File: src/rtl/inference_sequencer.sv
`default_nettype none
// ============================================================================
//  Module   : inference_sequencer
//  Purpose  : Top-level scheduler for the BNN inference path. Captures a
//             64 x 2-bit frame on go, runs the layer-1 engine, drains its 48
//             activations into a packed buffer, runs the layer-2 engine, then
//             scans the class scores (signed argmax, lowest index on ties).
//             A watchdog aborts to an error state if an engine stalls.
//  Ports    : clk, rst (sync, active-high), go, pixels_in[127:0]
//             busy, done, class_out[3:0], err
//             l1_start, l1_done, l1_pixels[127:0], l1_raddr[5:0], l1_rdata[1:0]
//             l2_start, l2_done, l2_act_flat[2*N_HID-1:0], l2_raddr[3:0],
//             l2_rdata[SCORE_W-1:0] (signed)
//  Revision : 1.0 - initial release
// ============================================================================
module inference_sequencer #(
    parameter int N_HID   = 48,
    parameter int N_OUT   = 10,
    parameter int SCORE_W = 8,
    parameter int TIMEOUT = 4095
) (
    input  logic                      clk,
    input  logic                      rst,
    input  logic                      go,
    input  logic [127:0]              pixels_in,
    output logic                      busy,
    output logic                      done,
    output logic [3:0]                class_out,
    output logic                      err,
    output logic                      l1_start,
    input  logic                      l1_done,
    output logic [127:0]              l1_pixels,
    output logic [5:0]                l1_raddr,
    input  logic [1:0]                l1_rdata,
    output logic                      l2_start,
    input  logic                      l2_done,
    output logic [2*N_HID-1:0]        l2_act_flat,
    output logic [3:0]                l2_raddr,
    input  logic signed [SCORE_W-1:0] l2_rdata
);

    localparam int                c_WD_W    = $clog2(TIMEOUT + 1);
    localparam logic [c_WD_W-1:0] c_WD_MAX  = c_WD_W'(TIMEOUT);
    localparam logic [5:0]        c_L1_LAST = 6'(N_HID - 1);
    localparam logic [3:0]        c_L2_LAST = 4'(N_OUT - 1);

    typedef enum logic [3:0] {
        S_IDLE    = 4'd0,
        S_L1_ARM  = 4'd1,
        S_L1_WAIT = 4'd2,
        S_XFER    = 4'd3,
        S_L2_ARM  = 4'd4,
        S_L2_WAIT = 4'd5,
        S_SCAN    = 4'd6,
        S_DONE    = 4'd7,
        S_ERR     = 4'd8
    } state_t;

    state_t                     r_state,    w_state;
    logic                       r_busy,     w_busy;
    logic                       r_done,     w_done;
    logic                       r_err,      w_err;
    logic [3:0]                 r_class,    w_class;
    logic                       r_l1_start, w_l1_start;
    logic                       r_l2_start, w_l2_start;
    logic [127:0]               r_pixels,   w_pixels;
    logic [5:0]                 r_l1_raddr, w_l1_raddr;   // doubles as transfer index
    logic [3:0]                 r_l2_raddr, w_l2_raddr;   // doubles as scan index
    logic [2*N_HID-1:0]         r_act,      w_act;
    logic [c_WD_W-1:0]          r_wd,       w_wd;
    logic signed [SCORE_W-1:0]  r_best,     w_best;
    logic [3:0]                 r_best_idx, w_best_idx;
    logic                       w_fail;
    logic                       w_take;

    always_ff @(posedge clk) begin
        if (rst) begin
            r_state    <= S_IDLE;
            r_busy     <= 1'b0;
            r_done     <= 1'b0;
            r_err      <= 1'b0;
            r_class    <= 4'd0;
            r_l1_start <= 1'b0;
            r_l2_start <= 1'b0;
            r_pixels   <= '0;
            r_l1_raddr <= '0;
            r_l2_raddr <= '0;
            r_act      <= '0;
            r_wd       <= '0;
            r_best     <= '0;
            r_best_idx <= '0;
        end else begin
            r_state    <= w_state;
            r_busy     <= w_busy;
            r_done     <= w_done;
            r_err      <= w_err;
            r_class    <= w_class;
            r_l1_start <= w_l1_start;
            r_l2_start <= w_l2_start;
            r_pixels   <= w_pixels;
            r_l1_raddr <= w_l1_raddr;
            r_l2_raddr <= w_l2_raddr;
            r_act      <= w_act;
            r_wd       <= w_wd;
            r_best     <= w_best;
            r_best_idx <= w_best_idx;
        end
    end

    always_comb begin
        w_state    = r_state;
        w_busy     = r_busy;
        w_done     = r_done;
        w_err      = r_err;
        w_class    = r_class;
        w_l1_start = r_l1_start;
        w_l2_start = r_l2_start;
        w_pixels   = r_pixels;
        w_l1_raddr = r_l1_raddr;
        w_l2_raddr = r_l2_raddr;
        w_act      = r_act;
        w_wd       = r_wd;
        w_best     = r_best;
        w_best_idx = r_best_idx;
        w_fail     = 1'b0;
        // First score always loads; later ones must be strictly greater so
        // ties stay with the lowest index.
        w_take     = (r_l2_raddr == 4'd0) || (l2_rdata > r_best);

        case (r_state)
            S_IDLE, S_DONE, S_ERR: begin
                if (go) begin
                    w_pixels = pixels_in;
                    w_busy   = 1'b1;
                    w_done   = 1'b0;
                    w_err    = 1'b0;
                    w_wd     = '0;
                    w_state  = S_L1_ARM;
                end
            end
            S_L1_ARM: begin
                // Hold off until a done level left over from a prior run drops.
                if (!l1_done) begin
                    w_l1_start = 1'b1;
                    w_wd       = '0;
                    w_state    = S_L1_WAIT;
                end else if (r_wd == c_WD_MAX) begin
                    w_fail = 1'b1;
                end else begin
                    w_wd = r_wd + 1'b1;
                end
            end
            S_L1_WAIT: begin
                if (l1_done) begin
                    w_l1_start = 1'b0;
                    w_l1_raddr = '0;
                    w_state    = S_XFER;
                end else if (r_wd == c_WD_MAX) begin
                    w_fail = 1'b1;
                end else begin
                    w_wd = r_wd + 1'b1;
                end
            end
            S_XFER: begin
                w_act[2*r_l1_raddr +: 2] = l1_rdata;
                if (r_l1_raddr == c_L1_LAST) begin
                    w_wd    = '0;
                    w_state = S_L2_ARM;
                end else begin
                    w_l1_raddr = r_l1_raddr + 6'd1;
                end
            end
            S_L2_ARM: begin
                if (!l2_done) begin
                    w_l2_start = 1'b1;
                    w_wd       = '0;
                    w_state    = S_L2_WAIT;
                end else if (r_wd == c_WD_MAX) begin
                    w_fail = 1'b1;
                end else begin
                    w_wd = r_wd + 1'b1;
                end
            end
            S_L2_WAIT: begin
                if (l2_done) begin
                    w_l2_start = 1'b0;
                    w_l2_raddr = '0;
                    w_state    = S_SCAN;
                end else if (r_wd == c_WD_MAX) begin
                    w_fail = 1'b1;
                end else begin
                    w_wd = r_wd + 1'b1;
                end
            end
            S_SCAN: begin
                if (w_take) begin
                    w_best     = l2_rdata;
                    w_best_idx = r_l2_raddr;
                end
                if (r_l2_raddr == c_L2_LAST) begin
                    w_class = w_best_idx;
                    w_done  = 1'b1;
                    w_busy  = 1'b0;
                    w_state = S_DONE;
                end else begin
                    w_l2_raddr = r_l2_raddr + 4'd1;
                end
            end
            default: w_state = S_IDLE;
        endcase

        if (w_fail) begin
            w_state    = S_ERR;
            w_done     = 1'b1;
            w_err      = 1'b1;
            w_busy     = 1'b0;
            w_class    = 4'hF;
            w_l1_start = 1'b0;
            w_l2_start = 1'b0;
        end
    end

    assign busy        = r_busy;
    assign done        = r_done;
    assign err         = r_err;
    assign class_out   = r_class;
    assign l1_start    = r_l1_start;
    assign l2_start    = r_l2_start;
    assign l1_pixels   = r_pixels;
    assign l1_raddr    = r_l1_raddr;
    assign l2_raddr    = r_l2_raddr;
    assign l2_act_flat = r_act;

endmodule
`default_nettype wire

File: config.mk
export PLATFORM = sky130hd
export DESIGN_NAME = inference_sequencer
export DESIGN_NICKNAME = d
export VERILOG_FILES = /design/src/rtl/inference_sequencer.sv
export SDC_FILE = /design/constraint.sdc
export NUM_CORES = 1
export LEC_CHECK = 0
export ABC_AREA = 1
export CORE_ASPECT_RATIO = 0.9
export CORE_MARGIN = 1.5
export CORE_UTILIZATION = 42
export CTS_CLUSTER_DIAMETER = 80
export CTS_CLUSTER_SIZE = 20
export DETAILED_ROUTE_END_ITERATION = 6
export PLACE_DENSITY = 0.77
export SETUP_SLACK_MARGIN = 0.1
export SLEW_MARGIN = 10
export SYNTH_ARGS = -nofsm -noshare
export SYNTH_HDL_FRONTEND = slang
export SYNTH_SLANG_ARGS = --single-unit
export TNS_END_PERCENT = 100
File: constraint.sdc
create_clock -name clk -period 2.65 [get_ports clk]
set_clock_uncertainty 0.2 [all_clocks]
set_input_delay 0.265 -clock clk [delete_from_list [all_inputs] [get_ports clk]]
set_output_delay 0.265 -clock clk [all_outputs]
set_load 0.1 [all_outputs]
==> results <==
power by group:
part	switching, uW	internal [uW]
Sequential	339	4670
Combinational	6440	1650
Clock	1440	1210
Total	8220	7530
how the worst min path moves through the flow:
stage / slack [ps] / endpoint / depth (start not counted)
floorplan: 200 / l1_pixels[0]$_SDFFE_PP0P_ / 2
global placement: 250 / r_best_idx[2]$_SDFFE_PP0P_ / 2
detailed placement: 260 / r_best_idx[3]$_SDFFE_PP0P_ / 2
CTS: 110 / l1_pixels[94]$_SDFFE_PP0P_ / 3
global route: 130 / l1_pixels[94]$_SDFFE_PP0P_ / 3
finish: 130 / l1_pixels[79]$_SDFFE_PP0P_ / 3
stage by stage:
step	hold slack, ps	setup TNS, ps	setup WS, ps
2_1_floorplan	200	0	129
3_3_place_gp	249	0	205
3_5_place_dp	259	0	113
4_1_cts	112	0	154
5_1_grt	127	-286	-48.4
6_report	128	0	139
sequential cells by signal, indices dropped and copies added (netlist names):
name	cells
l2_start	1
l1_pixels	128
l1_raddr	6
l1_start	1
r_wd	12
busy	1
class_out	4
l2_act_flat	96
done	1
l2_raddr	4
r_state	4
r_best	8
err	1
r_best_idx	4
cell families after synthesis:
family | share of synthesized area [%]
buffers and inverters | 8.49
flip-flops | 45.3
AO/OA/AOI/OAI | 8.43
AND/OR/NAND/NOR | 35.7
XOR/XNOR | 0.502
adder cells (fa/ha/maj) | 1.57
per-layer routing:
metal,vias to the layer above,global-route usage [%]
li1,6291,-
met1,5920,34.4
met2,502,47.3
met3,55,7.36
met4,0,7.50
met5,-,0
worst max-delay path, cell delays in order, from the launching register on:
cell	delay [ps]
dfxtp_4	370
nor2_2	200
nand3_1	190
nor2_2	160
ha_4	180
clkinv_4	120
nor2_4	160
inv_2	70
nor2_4	210
buf_4	190
clkbuf_16	150
nand3_1	80
nand2_1	80
nor2_1	40
cell type report:
type	instances	area share [%]
antenna	7	0.107
clock buffer	21	2.75
clock inverter	2	0.0994
inverter	181	4.23
multi-input combinational	1250	34.2
sequential	271	33.2
tap	360	2.75
timing repair buffer	428	22.6
cells in the mapped netlist, drive strengths merged, types with 2 or more instances:
cell type,number
buf,28
xnor2,4
xor2,2
clkbuf,53
o21ai,147
dfxtp,271
nand3,130
nand2,315
nor3b,3
nor3,20
clkinv,4
inv,177
nor2,541
a211oi,4
and3,2
ha,15
nand4,20
a21oi,39
o2111a,2
what timing repair did:
action                     4_1_cts  5_1_grt
pin swaps                        0        1
gates cloned                     0        2
setup endpoints to repair        1       75
setup buffers                    0        9
resized for setup                1       13
hold buffers                     0        0
==> impl_metrics.py <==
metrics = {
    "yosys": {
        "synthTopCellsByArea": "dfxtp_1 (45%), nor2_1 (17%), nand2_1 (9.7%)",
        "synth_top_area_cell": "dfxtp_1",
        "yosys.cell_types.count": 36,
        "yosysTopAreaCellShare_pct": 45.3,
        "synth-seq-cells": 271,
        "ys_warn_count": 0,
        "syn_avg_cell_area_um2": 6.71,
        "synthArstFlopShare_pct": 0,
        "postSynthNetCount": 1941,
        "seq_area_frac_synth_pct": 45.3,
        "ys.flop_type": "dfxtp_1",
        "syn_area_mm2": 0.0120,
        "synth_edf_count": 0,
        "postSynthCellCount": 1783,
    },
    "clock_tree": {
        "cts-htree-levels": 1,
        "cts_tree": "done",
        "cts.sinks": 271,
        "clk_latency_ps": 510,
        "root_buffer": "clkbuf_16",
        "path_clk_slew_ps": 90,
        "cts_buffers": 17,
        "ctsLongestPathBuffers": 3,
    },
    "worst_setup_path": {
        "worstSetupPathType": "reg -> reg",
        "crit_path_start_kind": "register",
        "r2r_end": "l2_act_flat[57]$_SDFFE_PP0P_",
        "required_ps": 2850,
        "reg2regPathDepth": 13,
        "end_kind": "register",
        "cp-endpoint": "l2_act_flat[57]$_SDFFE_PP0P_",
        "r2r_slack_ps": 140,
        "r2r_start": "l1_raddr[1]$_SDFFE_PP0P_",
        "critPathMaxFanout": 10,
        "startpoint": "l1_raddr[1]$_SDFFE_PP0P_",
        "arrival_ps": 2710,
    },
    "global_routing": {
        "grt_max_degree": 115,
        "grt_pass1_vias": 12100,
        "grtUsageTotal_pct": 27.6,
        "grt_pass1_wl_um": 65100,
        "grt_antenna_before_repair": 7,
        "grt_remaining_overflow": 0,
    },
    "detailed_routing": {
        "drt_wl_total_um": 42200,
        "first_pass_iters": 5,
        "wl_met3_um": 3900,
        "vias": 12800,
        "dr_wl_met2_um": 20100,
        "wire_per_inst_um": 16.7,
        "antenna_left": 0,
        "drtIter0Drc": 1150,
        "vias_per_cell": 5.07,
        "drt-met1-wl_um": 17100,
        "top_layer_used": "met4",
        "drc": 0,
    },
    "cells_and_area": {
        "seq_area_mm2": 0.00544,
        "design_area_mm2": 0.0164,
        "final_cell_mix": "nor2_1 (521), nand2_1 (310), buf_4 (275)",
        "final_layout_size_suffix_gt1_share_pct": 16.9,
        "fin_cells": 2520,
        "final_common_cell": "nor2_1",
        "nFillCells": 2629,
        "area_delta_synth_final_pct": 36.8,
        "multi_input_area_mm2": 0.00560,
        "final_util_pct": 58.4,
        "nets": 2307,
    },
    "pwr": {
        "powerDensity_mw_per_mm2": 962,
        "ir_drop_uv": 800,
        "power_uw": 15700,
        "leakage_uw": 0.00743,
    },
    "sta": {
        "slew_violations": 0,
        "rsz0062_at_grt": "true",
        "relSlewSlack_pct": 64.9,
        "period_share_pct": 94.8,
        "worst_pin_slew_ps": 524,
        "hold_viol_final": 0,
        "timing.fmax_mhz": 398,
        "setup_viol": 0,
        "fin_crit_ps": 2510,
    },
    "placement": {
        "place_hpwl_um": 31600,
        "dpl_cell_area_mm2": 0.0157,
        "numPortBuffers": 385,
        "gp_congestion": 0.895,
        "place_inst": 2479,
    },
    "floorplanning": {
        "die_w_um": 181,
        "dieArea_mm2": 0.0295,
        "start_util_pct": 42.7,
        "num_io_pins": 386,
        "placementRows": 58,
        "coreArea_mm2": 0.0280,
        "die_h_um": 163,
    },
    "hold_path": {
        "min-delay-start": "pixels_in[79]",
        "min_path_type": "in -> reg",
    },
    "run": {
        "cap_violations": 0,
    },
    "outcome": {
        "status": "complete, no violations",
    },
}
Power figures use the tool's default switching activity.
